===== config.mk =====
export PLATFORM = sky130hd
export DESIGN_NAME = i2c_op_scheduler_flat
export DESIGN_NICKNAME = d
export VERILOG_FILES = /design/src/rtl/i2c_op_scheduler_if.sv /design/src/rtl/i2c_op_scheduler.sv /design/src/flat_wrapper.sv
export SDC_FILE = /design/constraint.sdc
export NUM_CORES = 1
export LEC_CHECK = 0
export ABC_AREA = 0
export BUFFER_PORTS_ARGS = -buffer_cell sky130_fd_sc_hd__clkbuf_2
export CORE_UTILIZATION = 40
export DETAILED_ROUTE_END_ITERATION = 12
export RECOVER_POWER = 50
export SLEW_MARGIN = 10
export SYNTH_ARGS = -nofsm -noshare
export SYNTH_HDL_FRONTEND = slang
export SYNTH_SLANG_ARGS = --single-unit
export TNS_END_PERCENT = 20

===== constraint.sdc =====
create_clock -name clk -period 3.88 [get_ports clk]
set_input_delay 0.388 -clock clk [delete_from_list [all_inputs] [get_ports clk]]
set_output_delay 0.388 -clock clk [all_outputs]
set_load 0.01 [all_outputs]

===== src/rtl/i2c_op_scheduler_if.sv =====
// Command, issue and status signals between i2c_op_scheduler and its environment.
// master: the scheduler (takes PC instructions, drives the I2C master's operation fields).
// slave: the environment (UART instruction path, I2C master, result buffer).
interface i2c_op_scheduler_if #(
  parameter int unsigned DEPTH = 4
);
  localparam int unsigned CW = $clog2(DEPTH) + 1;

  logic          cmd_valid;
  logic          cmd_ready;
  logic [7:0]    cmd_mode;
  logic [7:0]    cmd_addr;
  logic [15:0]   cmd_data;
  logic          i2c_ready;
  logic          result_full;
  logic          i2c_done;
  logic          i2c_start;
  logic [7:0]    i2c_mode;
  logic [7:0]    i2c_address;
  logic [15:0]   i2c_data;
  logic          i2c_source;
  logic [CW-1:0] queue_count;
  logic          busy;
  logic          watchdog_err;

  modport master (
    input  cmd_valid, cmd_mode, cmd_addr, cmd_data, i2c_ready, result_full, i2c_done,
    output cmd_ready, i2c_start, i2c_mode, i2c_address, i2c_data, i2c_source,
           queue_count, busy, watchdog_err
  );

  modport slave (
    output cmd_valid, cmd_mode, cmd_addr, cmd_data, i2c_ready, result_full, i2c_done,
    input  cmd_ready, i2c_start, i2c_mode, i2c_address, i2c_data, i2c_source,
           queue_count, busy, watchdog_err
  );
endinterface


===== src/rtl/i2c_op_scheduler.sv =====
// Purpose: picks the next I2C operation: queued PC instructions first, else a periodic default read.
// Latency: push at cycle N -> i2c_start at N+2 (idle, i2c_ready high); i2c_done at M -> next start >= M+2.
// Backpressure: cmd_ready low while the FIFO is full; PC issues held while result_full; watchdog aborts hangs.
// Ports: clk/reset (sync, active-high); bus.master carries the cmd_* instruction handshake,
// i2c_ready/result_full/i2c_done from downstream, the registered i2c_* issue fields, and
// queue_count/busy/watchdog_err status.
module i2c_op_scheduler #(
  parameter int unsigned SYS_FREQ    = 100000000,
  parameter int unsigned POLL_CYCLES = 25000000,
  parameter int unsigned DEPTH       = 4,
  parameter int unsigned WDT_CYCLES  = 2000000,
  parameter logic [7:0]  DEF_MODE    = 8'h02,
  parameter logic [7:0]  DEF_ADDR    = 8'h00
) (
  input  logic               clk,
  input  logic               reset,
  i2c_op_scheduler_if.master bus
);
  localparam int unsigned AW = $clog2(DEPTH);
  localparam int unsigned CW = AW + 1;
  localparam int unsigned PW = $clog2(POLL_CYCLES);
  localparam int unsigned WW = (WDT_CYCLES > 1) ? $clog2(WDT_CYCLES) : 1;
  localparam logic [PW-1:0] POLL_MAX = PW'(POLL_CYCLES - 1);
  localparam logic [WW-1:0] WDT_MAX  = WW'(WDT_CYCLES - 1);

  if (SYS_FREQ == 0 || POLL_CYCLES < 2 || DEPTH < 2 || (DEPTH & (DEPTH - 1)) != 0) begin : g_bad_params
    $error("i2c_op_scheduler: invalid SYS_FREQ/POLL_CYCLES/DEPTH");
  end

  typedef struct packed {
    logic [15:0] data;
    logic [7:0]  addr;
    logic [7:0]  mode;
  } entry_t;

  typedef enum logic [1:0] {IDLE, ISSUE, WAIT_DONE} state_t;

  entry_t        mem [DEPTH];
  entry_t        head;
  state_t        state_q, state_d;
  logic [AW-1:0] wr_ptr_q, wr_ptr_d, rd_ptr_q, rd_ptr_d;
  logic [CW-1:0] count_q, count_d;
  logic [PW-1:0] poll_q, poll_d;
  logic [WW-1:0] wdt_q, wdt_d;
  logic          pend_q, pend_d;
  logic          start_q, start_d;
  logic          src_q, src_d;
  logic          busy_q, busy_d;
  logic          err_q, err_d;
  logic [7:0]    mode_q, mode_d;
  logic [7:0]    addr_q, addr_d;
  logic [15:0]   data_q, data_d;
  logic          cmd_ready, push, pop, tick, issue_def;

  // Ready comes from the registered count only, so a full FIFO refuses
  // a push even when the head is being popped in the same cycle.
  assign cmd_ready = (count_q < CW'(DEPTH));
  assign push      = bus.cmd_valid && cmd_ready;
  assign head      = mem[rd_ptr_q];

  always_comb begin
    state_d   = state_q;
    wr_ptr_d  = wr_ptr_q;
    rd_ptr_d  = rd_ptr_q;
    count_d   = count_q;
    wdt_d     = wdt_q;
    start_d   = 1'b0;
    err_d     = 1'b0;
    busy_d    = busy_q;
    src_d     = src_q;
    mode_d    = mode_q;
    addr_d    = addr_q;
    data_d    = data_q;
    pop       = 1'b0;
    issue_def = 1'b0;
    tick      = (poll_q == POLL_MAX);
    poll_d    = tick ? '0 : poll_q + PW'(1);

    case (state_q)
      IDLE: begin
        if (bus.i2c_ready) begin
          if (count_q != '0 && !bus.result_full) begin
            pop     = 1'b1;
            mode_d  = head.mode;
            addr_d  = head.addr;
            data_d  = head.data;
            src_d   = 1'b1;
            start_d = 1'b1;
            busy_d  = 1'b1;
            state_d = ISSUE;
          end else if (pend_q) begin
            // Default reads bypass result_full: their data is not buffered downstream.
            issue_def = 1'b1;
            mode_d    = DEF_MODE;
            addr_d    = DEF_ADDR;
            data_d    = 16'h0000;
            src_d     = 1'b0;
            start_d   = 1'b1;
            busy_d    = 1'b1;
            state_d   = ISSUE;
          end
        end
      end
      ISSUE: begin
        wdt_d   = '0;
        state_d = WAIT_DONE;
      end
      WAIT_DONE: begin
        if (bus.i2c_done) begin
          busy_d  = 1'b0;
          state_d = IDLE;
        end else if (wdt_q == WDT_MAX) begin
          // The timed-out operation is abandoned, not retried.
          err_d   = 1'b1;
          busy_d  = 1'b0;
          state_d = IDLE;
        end else begin
          wdt_d = wdt_q + WW'(1);
        end
      end
      default: begin
        busy_d  = 1'b0;
        state_d = IDLE;
      end
    endcase

    if (push) wr_ptr_d = wr_ptr_q + AW'(1);
    if (pop)  rd_ptr_d = rd_ptr_q + AW'(1);
    if (push && !pop)      count_d = count_q + CW'(1);
    else if (!push && pop) count_d = count_q - CW'(1);

    // A tick on the issue cycle re-arms the request (set wins over clear).
    pend_d = tick | (pend_q & ~issue_def);
  end

  always_ff @(posedge clk) begin
    if (reset) begin
      state_q  <= IDLE;
      wr_ptr_q <= '0;
      rd_ptr_q <= '0;
      count_q  <= '0;
      poll_q   <= '0;
      pend_q   <= 1'b0;
      wdt_q    <= '0;
      start_q  <= 1'b0;
      src_q    <= 1'b0;
      busy_q   <= 1'b0;
      err_q    <= 1'b0;
      mode_q   <= '0;
      addr_q   <= '0;
      data_q   <= '0;
    end else begin
      state_q  <= state_d;
      wr_ptr_q <= wr_ptr_d;
      rd_ptr_q <= rd_ptr_d;
      count_q  <= count_d;
      poll_q   <= poll_d;
      pend_q   <= pend_d;
      wdt_q    <= wdt_d;
      start_q  <= start_d;
      src_q    <= src_d;
      busy_q   <= busy_d;
      err_q    <= err_d;
      mode_q   <= mode_d;
      addr_q   <= addr_d;
      data_q   <= data_d;
    end
  end

  // Storage needs no reset: entries are only read below the count.
  always_ff @(posedge clk) begin
    if (push) mem[wr_ptr_q] <= '{data: bus.cmd_data, addr: bus.cmd_addr, mode: bus.cmd_mode};
  end

  assign bus.cmd_ready    = cmd_ready;
  assign bus.i2c_start    = start_q;
  assign bus.i2c_mode     = mode_q;
  assign bus.i2c_address  = addr_q;
  assign bus.i2c_data     = data_q;
  assign bus.i2c_source   = src_q;
  assign bus.queue_count  = count_q;
  assign bus.busy         = busy_q;
  assign bus.watchdog_err = err_q;
endmodule

===== src/flat_wrapper.sv =====
// flat-port wrapper written by rule: the top's interface ports become plain ports
module i2c_op_scheduler_flat 
#(
  parameter int unsigned SYS_FREQ    = 100000000,
  parameter int unsigned POLL_CYCLES = 25000000,
  parameter int unsigned DEPTH       = 4,
  parameter int unsigned WDT_CYCLES  = 2000000,
  parameter logic [7:0]  DEF_MODE    = 8'h02,
  parameter logic [7:0]  DEF_ADDR    = 8'h00
)
  (clk, reset, bus_cmd_valid, bus_cmd_mode, bus_cmd_addr, bus_cmd_data, bus_i2c_ready, bus_result_full, bus_i2c_done, bus_cmd_ready, bus_i2c_start, bus_i2c_mode, bus_i2c_address, bus_i2c_data, bus_i2c_source, bus_queue_count, bus_busy, bus_watchdog_err);
  i2c_op_scheduler_if #(.DEPTH(DEPTH)) bus_i ();
  input  logic clk;
  input  logic reset;
  input wire logic [$bits(bus_i.cmd_valid)-1:0] bus_cmd_valid;
  input wire logic [$bits(bus_i.cmd_mode)-1:0] bus_cmd_mode;
  input wire logic [$bits(bus_i.cmd_addr)-1:0] bus_cmd_addr;
  input wire logic [$bits(bus_i.cmd_data)-1:0] bus_cmd_data;
  input wire logic [$bits(bus_i.i2c_ready)-1:0] bus_i2c_ready;
  input wire logic [$bits(bus_i.result_full)-1:0] bus_result_full;
  input wire logic [$bits(bus_i.i2c_done)-1:0] bus_i2c_done;
  output wire logic [$bits(bus_i.cmd_ready)-1:0] bus_cmd_ready;
  output wire logic [$bits(bus_i.i2c_start)-1:0] bus_i2c_start;
  output wire logic [$bits(bus_i.i2c_mode)-1:0] bus_i2c_mode;
  output wire logic [$bits(bus_i.i2c_address)-1:0] bus_i2c_address;
  output wire logic [$bits(bus_i.i2c_data)-1:0] bus_i2c_data;
  output wire logic [$bits(bus_i.i2c_source)-1:0] bus_i2c_source;
  output wire logic [$bits(bus_i.queue_count)-1:0] bus_queue_count;
  output wire logic [$bits(bus_i.busy)-1:0] bus_busy;
  output wire logic [$bits(bus_i.watchdog_err)-1:0] bus_watchdog_err;
  assign bus_i.cmd_valid = bus_cmd_valid;
  assign bus_i.cmd_mode = bus_cmd_mode;
  assign bus_i.cmd_addr = bus_cmd_addr;
  assign bus_i.cmd_data = bus_cmd_data;
  assign bus_i.i2c_ready = bus_i2c_ready;
  assign bus_i.result_full = bus_result_full;
  assign bus_i.i2c_done = bus_i2c_done;
  assign bus_cmd_ready = bus_i.cmd_ready;
  assign bus_i2c_start = bus_i.i2c_start;
  assign bus_i2c_mode = bus_i.i2c_mode;
  assign bus_i2c_address = bus_i.i2c_address;
  assign bus_i2c_data = bus_i.i2c_data;
  assign bus_i2c_source = bus_i.i2c_source;
  assign bus_queue_count = bus_i.queue_count;
  assign bus_busy = bus_i.busy;
  assign bus_watchdog_err = bus_i.watchdog_err;
  i2c_op_scheduler #(.SYS_FREQ(SYS_FREQ), .POLL_CYCLES(POLL_CYCLES), .DEPTH(DEPTH), .WDT_CYCLES(WDT_CYCLES), .DEF_MODE(DEF_MODE), .DEF_ADDR(DEF_ADDR)) u_core (.clk(clk), .reset(reset), .bus(bus_i));
endmodule

==> impl_metrics.yaml <==
placement:
  hpwl_microns: 10500
  io_buffers: 77
  place_area_sq_um: 9170
  place.gp.congestion: 0.859
synth:
  synth.largest_area_cell: "edfxtp_1"
  netlist_instances: 612
  ys_ff_latch: 222
  yosys-top-cells-count: "128 x edfxtp_1, 94 x dfxtp_1, 79 x nor2_1"
  ys_types: 49
  synthesis.area_sq_um: 8520
  yosysMostFrequentCell: "edfxtp_1"
  syn_nets: 658
  yosys-top-cells-area: "edfxtp_1 45%, dfxtp_1 22%, mux4_2 8.5%"
  yosysTopAreaCellShare_pct: 45.1
  yosysSeqAreaShare_pct: 67.2
  async_flop_share_pct: 0
  synth_area_per_cell_sq_um: 13.9
  ys.flop_type: "edfxtp_1"
  yosys_warnings: 0
  synth_edf_count: 128
sta:
  relSlewSlack_pct: -19.2
  hold_viol: 0
  finalSetupViolations: 0
  timing.final.crit_share_pct: 70.3
  slew_viol_final: 33
  tns_ps: 0
  grt_setup_unrepaired: "no"
  fmax_mhz: 366
  skew_ps: 27.9
  worst_slew_pin_slew_ps: 1790
  period_needed_ps: 2730
worst_setup_path:
  required_ps: 4330
  critical_path_peak_fanout: 14
  end_kind: "flop"
  start_kind: "flop"
  worst-setup-path-type: "reg2reg"
  arrival_ps: 3180
global_routing:
  use_met1_pct: 20.5
  grt_pass1_vias: 5310
  gr-usage-all-layers_pct: 16.4
  globalRouteOverflowTotal: 0
  grt_start_max_net_pins: 38
  use_met3_pct: 3.55
  antenna_found_initial: 0
  grt_pass1_wl_microns: 28000
  globalRouteMet2Util_pct: 28.8
  top_usage_layer: "met2"
drt:
  wl_per_cell_microns: 17.8
  drt.antenna.violating_nets: 0
  vias: 5178
  remaining_drc_errors: 0
  vias_per_cell: 5.28
  dr.pass1.iters: 4
  drt_iter0_drc: 304
  wirelength_microns: 17400
cts:
  clockBufferDepth: 3
  cts_resized: 0
  cts-root-buf: "clkbuf_16"
  numCtsBuffers: 24
  cts_hold_buf: 0
  clock_latency_ps: 530
  clkTransAtPathRegs_ps: 60
  tritoncts: "built"
  htreeDepth: 1
  clock_sinks: 222
  post-cts-setup-buffers: 0
power:
  leakage_uw: 0.00327
  ir_drop_mv: 0.393
  p_per_area_nw_per_um2: 595
floorplan:
  fp.dieH_microns: 148
  start_util_pct: 40.6
  num_io_pins: 78
  die-area_sq_um: 21900
  core-area_sq_um: 21000
  num_rows: 53
  die_width_microns: 148
hold_path:
  min_path_type: "in2reg"
status:
  violations: "max-capacitance violations, max-slew violations"
  status: "complete, but fails checks"
layout:
  postLayoutCellArea_sq_um: 9850
  drive_gt1_share_pct: 13.2
  syn_to_final_growth_pct: 15.6
  nets: 734
  diodes: 0
job:
  maxCapViolCount: 1
sequential cells by signal, indices dropped and copies added (netlist names), named ones only:
name and cells:
u_core.mem 128, u_core.poll_q 25, u_core.wdt_q 21, u_core.bus.i2c_data 16
u_core.bus.i2c_address 8, u_core.bus.i2c_mode 8, u_core.bus.queue_count 3, u_core.rd_ptr_q 2
u_core.state_q 2, u_core.wr_ptr_q 2, u_core.bus.busy 1, u_core.bus.i2c_source 1
u_core.bus.i2c_start 1, u_core.bus.watchdog_err 1, u_core.pend_q 1
cell families after synthesis:
kind of cell,count (synthesis),share of synthesized area [%]
buffers and inverters,44,2.20
and+or+nand+nor,194,11.1
DFF,222,67.2
xor gates and xnor gates,28,2.88
muxes,37,9.08
adders and majority gates,8,1.26
AOI/OAI and AO/OA,79,6.27
routing by layer:
layer	vias up	wire length, microns
met4	0	379
met1	2575	7400
met2	125	8750
met5	-	0
li1	2445	-
met3	33	920
power by group:
part | internal (uW) | switching [uW] | total (uW) | leakage [uW]
logic | 309 | 423 | 732 | 0.000935
registers | 2740 | 122 | 2860 | 0.00193
clock network | 1350 | 907 | 2260 | 0.000399
layout make-up:
cell class	count	area [sq um]
clock buffer	33	674
clock inverter	11	129
fill	1918	11100
inverter	12	45.0
multi-input combinational	346	2590
sequential	222	5730
tap	275	344
timing repair buffer	82	333
layout by cell type, fill, tap and decap left out, drive strengths merged, types with 2 or more instances in the layout:
cell type,instances
a22oi,32
nor2,79
nand4,11
xnor2,5
o21a,2
mux2i,3
a31oi,6
and2,9
a21oi,24
clkinv,9
mux2,2
and3,7
nand2,36
a221oi,2
edfxtp,128
a41oi,3
clkbuf,110
dfxtp,94
nor4,5
inv,12
nand2b,3
and4,3
buf,5
a41o,2
ha,7
nor2b,3
nor3,8
o21ai,6
bufinv,2
mux4,32
or2,2
xor2,23
nor3b,3
or3,2
nand3,18
through the flow:
step                worst slack (ps)  hold WS [ps]  util, %  power, uW  cells
finish                          1150           103     47.0       5860    981
global route                     862           114     47.0       6110    981
CTS                             1510          55.5     47.6       5970    981
detailed placement              1410           468     43.7       3700    937
global placement                1460           451     43.7       3660    937
floorplan                       1480           438        -       3410    612
final timing paths:
kind                            cells after the start                end  slack, ps              from
worst min register to register                      2   u_core.wdt_q[20]        480  u_core.wdt_q[20]
worst max register to register                      5    u_core.wdt_q[0]       1150  u_core.wdt_q[12]
worst max-delay path                                5    u_core.wdt_q[0]       1150  u_core.wdt_q[12]
worst min-delay path                                1  u_core.mem[2][24]        100   bus_cmd_data[8]
worst max-delay path, cell delays in order (launching register included):
cell	delay [ps]
dfxtp_1	360
or4_1	540
nor4_1	680
a22oi_1	560
mux2_2	440
nor2_1	80
No activity file was read; power rests on OpenSTA's default activity.
